## config.mk

```make
export PLATFORM = sky130hd
export DESIGN_NAME = operand_fetch
export DESIGN_NICKNAME = d
export VERILOG_FILES = /design/src/rtl/operand_fetch_pkg.sv /design/src/rtl/operand_fetch_scoreboard.sv /design/src/rtl/operand_fetch.sv
export SDC_FILE = /design/constraint.sdc
export NUM_CORES = 1
export LEC_CHECK = 0
export CORE_AREA = 3 3 196 198
export DETAILED_ROUTE_END_ITERATION = 8
export DIE_AREA = 0 0 199 201
export PLACE_DENSITY = 0.76
export SETUP_SLACK_MARGIN = 0.4
export SLEW_MARGIN = 25
export SYNTH_ARGS = -nofsm -noshare
export SYNTH_HDL_FRONTEND = slang
export SYNTH_SLANG_ARGS = --single-unit
```

## constraint.sdc

```tcl
create_clock -name clk -period 3.4 [get_ports clk]
set_input_delay 0.68 -clock clk [delete_from_list [all_inputs] [get_ports clk]]
set_output_delay 0.68 -clock clk [all_outputs]
set_load 0.005 [all_outputs]
```

## src/rtl/operand_fetch_pkg.sv

```systemverilog
// Shared types for the operand-fetch stage: register address, data word and the
// bundles that travel from decode into the stage and from the stage to execute.
package operand_fetch_pkg;

   typedef logic [4:0]  creg_addr_t;
   typedef logic [63:0] u64;

   localparam int SB_CNT_W     = 2;
   localparam int OF_PAYLOAD_W = 64;
   localparam int NUM_CREGS    = 32;

   typedef struct packed {
      creg_addr_t              rs1;
      creg_addr_t              rs2;
      creg_addr_t              rd;
      logic                    rd_wen;
      logic [OF_PAYLOAD_W-1:0] payload;
   } of_in_t;

   typedef struct packed {
      u64                      rs1_val;
      u64                      rs2_val;
      creg_addr_t              rd;
      logic                    rd_wen;
      logic [OF_PAYLOAD_W-1:0] payload;
   } of_out_t;

   // x0 reads as zero; a same-cycle writeback wins over the stale regfile value.
   function automatic u64 select_operand(input creg_addr_t rs,
                                         input logic       wb_valid,
                                         input creg_addr_t wb_addr,
                                         input u64         wb_data,
                                         input u64         rf_data);
      if (rs == '0) begin
         return '0;
      end
      if (wb_valid && (wb_addr == rs)) begin
         return wb_data;
      end
      return rf_data;
   endfunction

endpackage

```

## src/rtl/operand_fetch_scoreboard.sv

```systemverilog
// Per-register count of writes that have left for execute but not yet written back.
// x0 is never tracked; counters neither wrap past max nor drop below zero.
module operand_fetch_scoreboard #(
   parameter int CNT_W = 2
) (
   input  logic       clk,
   input  logic       reset,
   input  logic       inc_valid,
   input  logic [4:0] inc_addr,
   input  logic       dec_valid,
   input  logic [4:0] dec_addr,
   input  logic [4:0] lk1_addr,
   input  logic [4:0] lk2_addr,
   input  logic [4:0] lk3_addr,
   output logic       lk1_pend,
   output logic       lk1_one,
   output logic       lk2_pend,
   output logic       lk2_one,
   output logic       lk3_full
);
   import operand_fetch_pkg::*;

   localparam logic [CNT_W-1:0] CNT_MAX = {CNT_W{1'b1}};
   localparam logic [CNT_W-1:0] CNT_ONE = CNT_W'(1);

   logic [CNT_W-1:0]     cnt     [NUM_CREGS];
   logic [CNT_W-1:0]     cnt_nxt [NUM_CREGS];
   logic [NUM_CREGS-1:0] inc_sel;
   logic [NUM_CREGS-1:0] dec_sel;

   always_comb begin
      inc_sel = '0;
      dec_sel = '0;
      if (inc_valid && (inc_addr != '0)) begin
         inc_sel[inc_addr] = 1'b1;
      end
      if (dec_valid && (dec_addr != '0)) begin
         dec_sel[dec_addr] = 1'b1;
      end
   end

   // An exit and a writeback to the same register in one cycle cancel out.
   always_comb begin
      for (int i = 0; i < NUM_CREGS; i++) begin
         cnt_nxt[i] = cnt[i];
         if (inc_sel[i] && !dec_sel[i] && (cnt[i] != CNT_MAX)) begin
            cnt_nxt[i] = cnt[i] + CNT_ONE;
         end else if (dec_sel[i] && !inc_sel[i] && (cnt[i] != '0)) begin
            cnt_nxt[i] = cnt[i] - CNT_ONE;
         end
      end
   end

   always_ff @(posedge clk or negedge reset) begin
      if (!reset) begin
         for (int i = 0; i < NUM_CREGS; i++) begin
            cnt[i] <= '0;
         end
      end else begin
         for (int i = 0; i < NUM_CREGS; i++) begin
            cnt[i] <= cnt_nxt[i];
         end
      end
   end

   assign lk1_pend = (cnt[lk1_addr] != '0);
   assign lk1_one  = (cnt[lk1_addr] == CNT_ONE);
   assign lk2_pend = (cnt[lk2_addr] != '0);
   assign lk2_one  = (cnt[lk2_addr] == CNT_ONE);
   assign lk3_full = (cnt[lk3_addr] == CNT_MAX);

endmodule

```

## src/rtl/operand_fetch.sv

```systemverilog
// Register-read stage: reads sources, forwards same-cycle writeback, stalls on RAW
// hazards tracked by a pending-write scoreboard, and registers operands for execute.
module operand_fetch #(
   parameter int PAYLOAD_W = 64,
   parameter int SB_CNT_W  = 2
) (
   input  logic                 clk,
   input  logic                 reset,
   input  logic                 in_valid,
   output logic                 in_ready,
   input  logic [4:0]           in_rs1,
   input  logic [4:0]           in_rs2,
   input  logic [4:0]           in_rd,
   input  logic                 in_rd_wen,
   input  logic [PAYLOAD_W-1:0] in_payload,
   output logic [4:0]           ra1,
   output logic [4:0]           ra2,
   input  logic [63:0]          rd1,
   input  logic [63:0]          rd2,
   input  logic                 wb_valid,
   input  logic [4:0]           wb_addr,
   input  logic [63:0]          wb_data,
   output logic                 out_valid,
   input  logic                 out_ready,
   output logic [63:0]          out_rs1_val,
   output logic [63:0]          out_rs2_val,
   output logic [4:0]           out_rd,
   output logic                 out_rd_wen,
   output logic [PAYLOAD_W-1:0] out_payload
);
   import operand_fetch_pkg::*;

   of_in_t  in_bus;
   of_out_t out_q;
   of_out_t out_d;
   logic    out_valid_q;

   logic sb1_pend, sb1_one, sb2_pend, sb2_one, sb_rd_full;
   logic held1, held2, wb_hit1, wb_hit2;
   logic rs1_blocked, rs2_blocked, rd_full_stall, hazard;
   logic accept, exit_xfer;

   assign in_bus = '{rs1: in_rs1, rs2: in_rs2, rd: in_rd, rd_wen: in_rd_wen,
                     payload: in_payload};

   assign ra1 = in_bus.rs1;
   assign ra2 = in_bus.rs2;

   // The held instruction has not been counted yet, so it is checked separately.
   assign held1   = out_valid_q && out_q.rd_wen && (out_q.rd == in_bus.rs1);
   assign held2   = out_valid_q && out_q.rd_wen && (out_q.rd == in_bus.rs2);
   assign wb_hit1 = wb_valid && (wb_addr == in_bus.rs1);
   assign wb_hit2 = wb_valid && (wb_addr == in_bus.rs2);

   assign rs1_blocked = (in_bus.rs1 != '0) && (sb1_pend || held1) &&
                        !(sb1_one && wb_hit1 && !held1);
   assign rs2_blocked = (in_bus.rs2 != '0) && (sb2_pend || held2) &&
                        !(sb2_one && wb_hit2 && !held2);
   assign rd_full_stall = in_bus.rd_wen && (in_bus.rd != '0) && sb_rd_full;

   assign hazard    = rs1_blocked || rs2_blocked || rd_full_stall;
   assign in_ready  = !hazard && (!out_valid_q || out_ready);
   assign accept    = in_valid && in_ready;
   assign exit_xfer = out_valid_q && out_ready;

   always_comb begin
      out_d         = '0;
      out_d.rs1_val = select_operand(in_bus.rs1, wb_valid, wb_addr, wb_data, rd1);
      out_d.rs2_val = select_operand(in_bus.rs2, wb_valid, wb_addr, wb_data, rd2);
      out_d.rd      = in_bus.rd;
      out_d.rd_wen  = in_bus.rd_wen;
      out_d.payload = in_bus.payload;
   end

   always_ff @(posedge clk or negedge reset) begin
      if (!reset) begin
         out_valid_q <= 1'b0;
         out_q       <= '0;
      end else if (accept) begin
         out_valid_q <= 1'b1;
         out_q       <= out_d;
      end else if (out_ready) begin
         out_valid_q <= 1'b0;
      end
   end

   // Writes are counted when they leave for execute, not when they are accepted here.
   operand_fetch_scoreboard #(
      .CNT_W (SB_CNT_W)
   ) u_sb (
      .clk       (clk),
      .reset     (reset),
      .inc_valid (exit_xfer && out_q.rd_wen),
      .inc_addr  (out_q.rd),
      .dec_valid (wb_valid),
      .dec_addr  (wb_addr),
      .lk1_addr  (in_bus.rs1),
      .lk2_addr  (in_bus.rs2),
      .lk3_addr  (in_bus.rd),
      .lk1_pend  (sb1_pend),
      .lk1_one   (sb1_one),
      .lk2_pend  (sb2_pend),
      .lk2_one   (sb2_one),
      .lk3_full  (sb_rd_full)
   );

   assign out_valid   = out_valid_q;
   assign out_rs1_val = out_q.rs1_val;
   assign out_rs2_val = out_q.rs2_val;
   assign out_rd      = out_q.rd;
   assign out_rd_wen  = out_q.rd_wen;
   assign out_payload = out_q.payload;

endmodule
```

* After elaboration in Yosys (flattened, before gate mapping)
Index checks and enable logic that the tools add are counted.
** Storage, ports and cells
- Output and inout port bits :: 210
- Bits in registers :: 263
** Cells by class
- Bitwise gates (word level) :: 3
- Muxes and demuxes :: 95
- Eq/ne operators :: 39
- Reductions and logical operators :: 300
- $lt $le $gt $ge :: 7
- $add $sub $neg :: 64
** Operators by type and width (count)
- 64-bit two-way mux :: 8
- 1-bit logical AND :: 151
- 2-bit two-way mux :: 70
- 2-bit nonzero test :: 67
- 1-bit logical NOT :: 70
- 2-bit by 1-bit adder with 2-bit output, second input constant :: 32
- 32-bit two-way mux :: 2
- 2-bit != test, second input constant :: 32
- 2-bit by 1-bit subtractor with 2-bit output, second input constant :: 32
- 2-bit binary-select mux with 5-bit select :: 3
- 5-bit nonzero test :: 5
- 5-bit == test :: 4
- 6-bit greater-or-equal comparator, second input constant :: 3
- 5-bit inverter with 6-bit output :: 3
- 5-bit by 6-bit less-than comparator with 1-bit output, second input constant :: 2
- 1-bit demux with 5-bit select :: 2
- 5-bit by 1-bit greater-or-equal comparator with 1-bit output, second input constant :: 2
- 5-bit logical NOT :: 2
- 1-bit two-way mux :: 10
- 1-bit logical OR :: 5
- 2-bit by 1-bit == test with 1-bit output, second input constant :: 2
- 2-bit == test, second input constant :: 1

* Logic depth before layout (Yosys ltp)
Gate-level depths: netlist of the first run.
- Depth in word-level cells :: 15
- Depth in mapped cells :: 12

* Modules after synthesis
From an unflattened synthesis of the first run, not the netlist that was laid out.
** Unflattened totals
- Cells, all modules :: 1592
- Area, all modules :: 15158.3 um2
** Modules (own cells, without submodules)
- operand_fetch :: area an instance 9990.8 um2, cells an instance 903, seq. area each 4979.8 um2, times used 1
- operand_fetch_scoreboard :: area an instance 5167.5 um2, cells an instance 689, seq. area each 1601.5 um2, times used 1

* Worst setup path after synthesis of the first run
OpenSTA, ideal clock, no wires.
- Kind :: input to register
- Start point :: input port in_rs1[0]
- End point :: register out_q (netlist bit out_payload[0])
- Arrival time :: 3.188 ns
- Data required time :: 3.273 ns
- Stages :: 10
- Slack :: 0.084 ns
- Path through :: clkbuf_1 -> mux4_2 -> mux4_2 -> mux2i_1 -> nor2_1 -> nor4_2 -> buf_4 -> buf_8 -> buf_8 -> mux2_1
** Between the ends
- Word-level cells in the longest chain between the ends :: 14
- Elaborated cells between the ends (all ways) :: 23
- Classes of those cells :: eq/ne (3); mux (3); bitwise (1); reduce/logical (16)
** Ends and longest elaborated chain
- from (decl) :: line operand_fetch.sv:11 : input logic [4:0] in_rs1,
- 5-bit inverter with 6-bit output (implied by the code) :: line operand_fetch_scoreboard.sv:66, operand_fetch_scoreboard.sv:67
- 2-bit binary-select mux with 5-bit select :: line operand_fetch_scoreboard.sv:66, operand_fetch_scoreboard.sv:67
- 2-bit two-way mux (implied by the code) (2 in series) :: line operand_fetch_scoreboard.sv:66, operand_fetch_scoreboard.sv:67
- 2-bit by 1-bit == test with 1-bit output :: line operand_fetch_scoreboard.sv:67 : assign lk1_one = (cnt[lk1_addr] == CNT_ONE);
- 1-bit logical AND (2 in series) :: line operand_fetch.sv:56 : !(sb1_one && wb_hit1 && !held1);
- 1-bit logical NOT :: line operand_fetch.sv:56
- 1-bit logical AND (*) :: line operand_fetch.sv:55 : assign rs1_blocked = (in_bus.rs1 != '0) && (sb1_pend || held1) &&
- 1-bit logical OR (*) (2 in series) :: line operand_fetch.sv:61 : assign hazard = rs1_blocked || rs2_blocked || rd_full_stall;
- 1-bit logical NOT (*) :: line operand_fetch.sv:62 : assign in_ready = !hazard && (!out_valid_q || out_ready);
- 1-bit logical AND (*) :: line operand_fetch.sv:62
- 1-bit logical AND (*) :: line operand_fetch.sv:63 : assign accept = in_valid && in_ready;
- to (signal assigned) :: line operand_fetch.sv:81 : out_q <= out_d;
- to (decl) :: line operand_fetch.sv:34 : of_out_t out_q;
Every way passes the cells marked *; elsewhere a longest branch is shown, timed or not. The select of a mux whose other input is x is not followed.
A chain may end at the register's enable or synchronous reset.

* Final worst setup path of the first run
- Start point :: register u_sb.cnt[44] (netlist name)
- End point :: output port in_ready
** Between the ends
- Word-level cells in the longest chain between the ends :: 12
- Elaborated cells between the ends (all ways) :: 31
- Classes of those cells :: eq/ne (3); mux (9); reduce/logical (19)
** Ends and longest elaborated chain
- from (decl) :: line operand_fetch_scoreboard.sv:26 : logic [CNT_W-1:0] cnt [NUM_CREGS];
- from (signal, indexed assignment) :: line operand_fetch_scoreboard.sv:61 : cnt[i] <= cnt_nxt[i];
- 2-bit binary-select mux with 5-bit select, on equally long branches
- 2-bit two-way mux, on equally long branches (2 in series)
- 2-bit by 1-bit == test with 1-bit output, on equally long branches :: line operand_fetch_scoreboard.sv:67, operand_fetch_scoreboard.sv:69
- 1-bit logical AND, on equally long branches (2 in series) :: line operand_fetch.sv:56, operand_fetch.sv:58
- 1-bit logical NOT, on equally long branches :: line operand_fetch.sv:56, operand_fetch.sv:58
- 1-bit logical AND, on equally long branches :: line operand_fetch.sv:55, operand_fetch.sv:57
- 1-bit logical OR :: line operand_fetch.sv:61
- 1-bit logical OR (*) :: line operand_fetch.sv:61
- 1-bit logical NOT (*) :: line operand_fetch.sv:62
- 1-bit logical AND (*) :: line operand_fetch.sv:62
- to (decl) :: line operand_fetch.sv:10 : output logic in_ready,
Marks and branches as above.

==> metrics, run 1 <==
# IOs=492; count leader, synth=nand2_1; CTS Hold Bufs=0; Post-synth ARST share=100%; worst slew pin tran=911 ps; CTS tree=done; Final setup viols=0; initial antenna violation count=18; P_leak=10.5 nW; CTS Buf Count=31; Mapped Area=14,700 um2; Root Buffer=clkbuf_16; top cell type's share of synthesized area=44.7%; Mean Syn Cell Area=9.53 um2; Antenna Violating Nets Remaining=0; wire length per cell=25.7 um; area delta synth->final=63.7%; failing checks=negative hold slack; vias per cell=5.69; CP endpoint kind=output port; top post-synthesis cells by area=dfrtp_1 45%, nand2_1 9.2%, mux2_1 8.3%, mux2_2 7.2%, a21oi_1 5.9%; Starting Density=40.1%; largest net degree at the start of global routing=83; total grt overflow=0; htree depth=1; synth cell count leaders=362 x nand2_1, 263 x dfrtp_1, 173 x a21oi_1; WP data required=2720 ps; clk_skew=17.4 ps; startpoint type of the worst setup path=register; Die ar.=40,000 um2; PD cells=746 nW/um2; sequential-to-total area share from yosys stat=44.7%; fillers=2,739; crit path time final=3320 ps; GR Layer Usage met3=11.6%; clock sinks=263; met2 Usage GRT=52.7%; crit-path most repeated cell=mux4_2; number of global-route vias before repair=15,890; clk buf depth=3; Hold Path Class=primary input to async pin; WHS=-2.33 ps; Peak Freq=301 MHz; VDD IR max=0.000547 V; via count=15,132; Crit Path Class=register to output port; GP Congestion=0.989; dpl hpwl=46,800 um; fin crit share=97.7%; Distinct cells, synth=49; Max stage delay on crit path=490 ps; met1 GRT Util=39.7%; syn_nets=1,827; area leader, netlist=dfrtp_1; Setup WS pre-CTS=-756 ps; synth warn=0; EDFF count, synth=0; residual DRC count=0; final core occ=65.7%; Critical Path AT=2640 ps; Synth Flop Type=dfrtp_1; Yosys reg bits=263; first-pass GRT wire length=101,000 um; GR Util All Layers=33.2%; design area=24,100 um2; Post-DP Area=20,900 um2; Die H=201 um; share of cells above drive strength 1=23.2%; final net count=2,442; Slowest cell on crit path=mux4_2; status=complete, but fails checks; max_slew headroom=39.2%; row cnt=70; CP Cell Sequence=mux4_2, mux4_2, a311oi_2, nand3_1, nor3_2, buf_2; RSZ-0062 raised after global routing=yes; Gate Count Post-Synth=1,545; drt pass-1 iters=5; final wirelength=68,300 um; Max-cap violations=0; core box area=36,700 um2; fin worst setup slack=78.8 ps; clock-pin slew on the worst setup and hold paths=60 ps; worst skew pair latency=590 ps; Die X=199 um; Max Slew Vio Count=0; CP max FO=3; GRT busiest layer=met2; # port buffers=491; final hold violations=1; 1st-iter DRT viols=1,427
[repair_timing]
action	CTS	global route
resized for setup	285	13
setup endpoints to repair	200	200
gates cloned	22	2
setup buffers	41	3
pin swaps	6	5
[logic make-up (layout without fill, tap and decap cells)]
family | after synthesis | in the layout | share of synthesized area (%)
flops | 263 | 263 | 44.7
compound gates | 272 | 272 | 10.1
other cells | 0 | 11 | 0
buf+inv | 148 | 783 | 5.29
xor+xnor | 19 | 19 | 1.13
mux | 251 | 251 | 21.8
simple gates | 592 | 592 | 17.0
[per-layer routing]
metal	wire length (um)	share of wire, %
met5	106	0.16
met4	3910	5.7
met3	7790	11
met2	31800	47
met1	24700	36
[sequential cells by signal (all words and copies together), names as in the netlist]
name and cells:
out_rd 5, out_valid 1, out_rs2_val 64, out_rs1_val 64, out_payload 64, u_sb.cnt 64
out_rd_wen 1
[critical path, delay by kind of cell (launching register included)]
kind	cells	cell delay [ps]
buffers and inverters	1	140
flip-flops	1	440
AND/OR/NAND/NOR	2	270
AO/OA/AOI/OAI	1	220
multiplexers	2	970
[final timing paths]
check | startpoint | end | slack, ps | cells past startpoint
worst min-delay path | reset | out_rs2_val[28] | -2 | 1
worst max register to register | u_sb.cnt[44] | out_rs2_val[7] | 90 | 13
worst min register to register | u_sb.cnt[62] | u_sb.cnt[62] | 380 | 0
min in group clk | u_sb.cnt[62] | u_sb.cnt[62] | 380 | 0
max in group asynchronous | reset | out_rs2_val[26] | 2470 | 2
worst max-delay path | u_sb.cnt[44] | in_ready | 80 | 6
[power breakdown]
group	internal [W]	switching, W
sequential	0.00451	0.00112
clock	0.00194	0.00139
combinational	0.00593	0.00309
total	0.0124	0.00559
[final cells by class]
class                           count  area [um2]  area share, %
Clock inverter                     13         164          0.680
Multi-Input combinational cell   1134        8190           34.0
Timing Repair Buffer              689        7550           31.3
Tap cell                          468         586           2.43
Antenna cell                       11        27.5          0.114
Clock buffer                       40         830           3.44
Inverter                           41         161          0.670
Sequential cell                   263        6580           27.3
[through the flow]
stage | setup TNS [ps] | hold slack (ps) | instances | total power [W]
finish | 0 | -2.33 | 2659 | 0.0180
global placement | -123690 | 367 | 2527 | 0.0119
floorplan | 0 | 384 | 1545 | 0.00787
global route | -1.43 | 40.0 | 2658 | 0.0187
CTS | -104 | 16.4 | 2643 | 0.0178
detailed placement | -125750 | 365 | 2527 | 0.0121
[layout by cell type (no fill, tap or decap), types with 11 or more instances in the layout]
cell | synthesis | layout
or3_1 | 17 | 17
buf_6 | 2 | 20
mux2_4 | 0 | 197
nor3_1 | 20 | 18
clkdlybuf4s50_1 | 0 | 479
buf_16 | 0 | 22
nand2b_1 | 11 | 11
buf_12 | 0 | 43
dfrtp_1 | 263 | 261
mux4_2 | 35 | 35
xnor2_1 | 11 | 11
buf_4 | 20 | 101
diode_2 | 0 | 11
a21oi_1 | 173 | 172
clkbuf_16 | 0 | 33
buf_8 | 11 | 11
a211oi_1 | 14 | 13
o21ai_0 | 57 | 55
nor2_1 | 98 | 98
nand3_1 | 36 | 34
inv_1 | 41 | 39
mux2i_1 | 14 | 13
nand2_1 | 362 | 362
Note: power is estimated with default switching activity, not from simulation.
==> inputs of run 2 (changes only) <==
CTS_CLUSTER_SIZE = 14   (was not set)
==> results of run 2 <==
The final DEF is identical to that of run 1; final timing and power are the same.
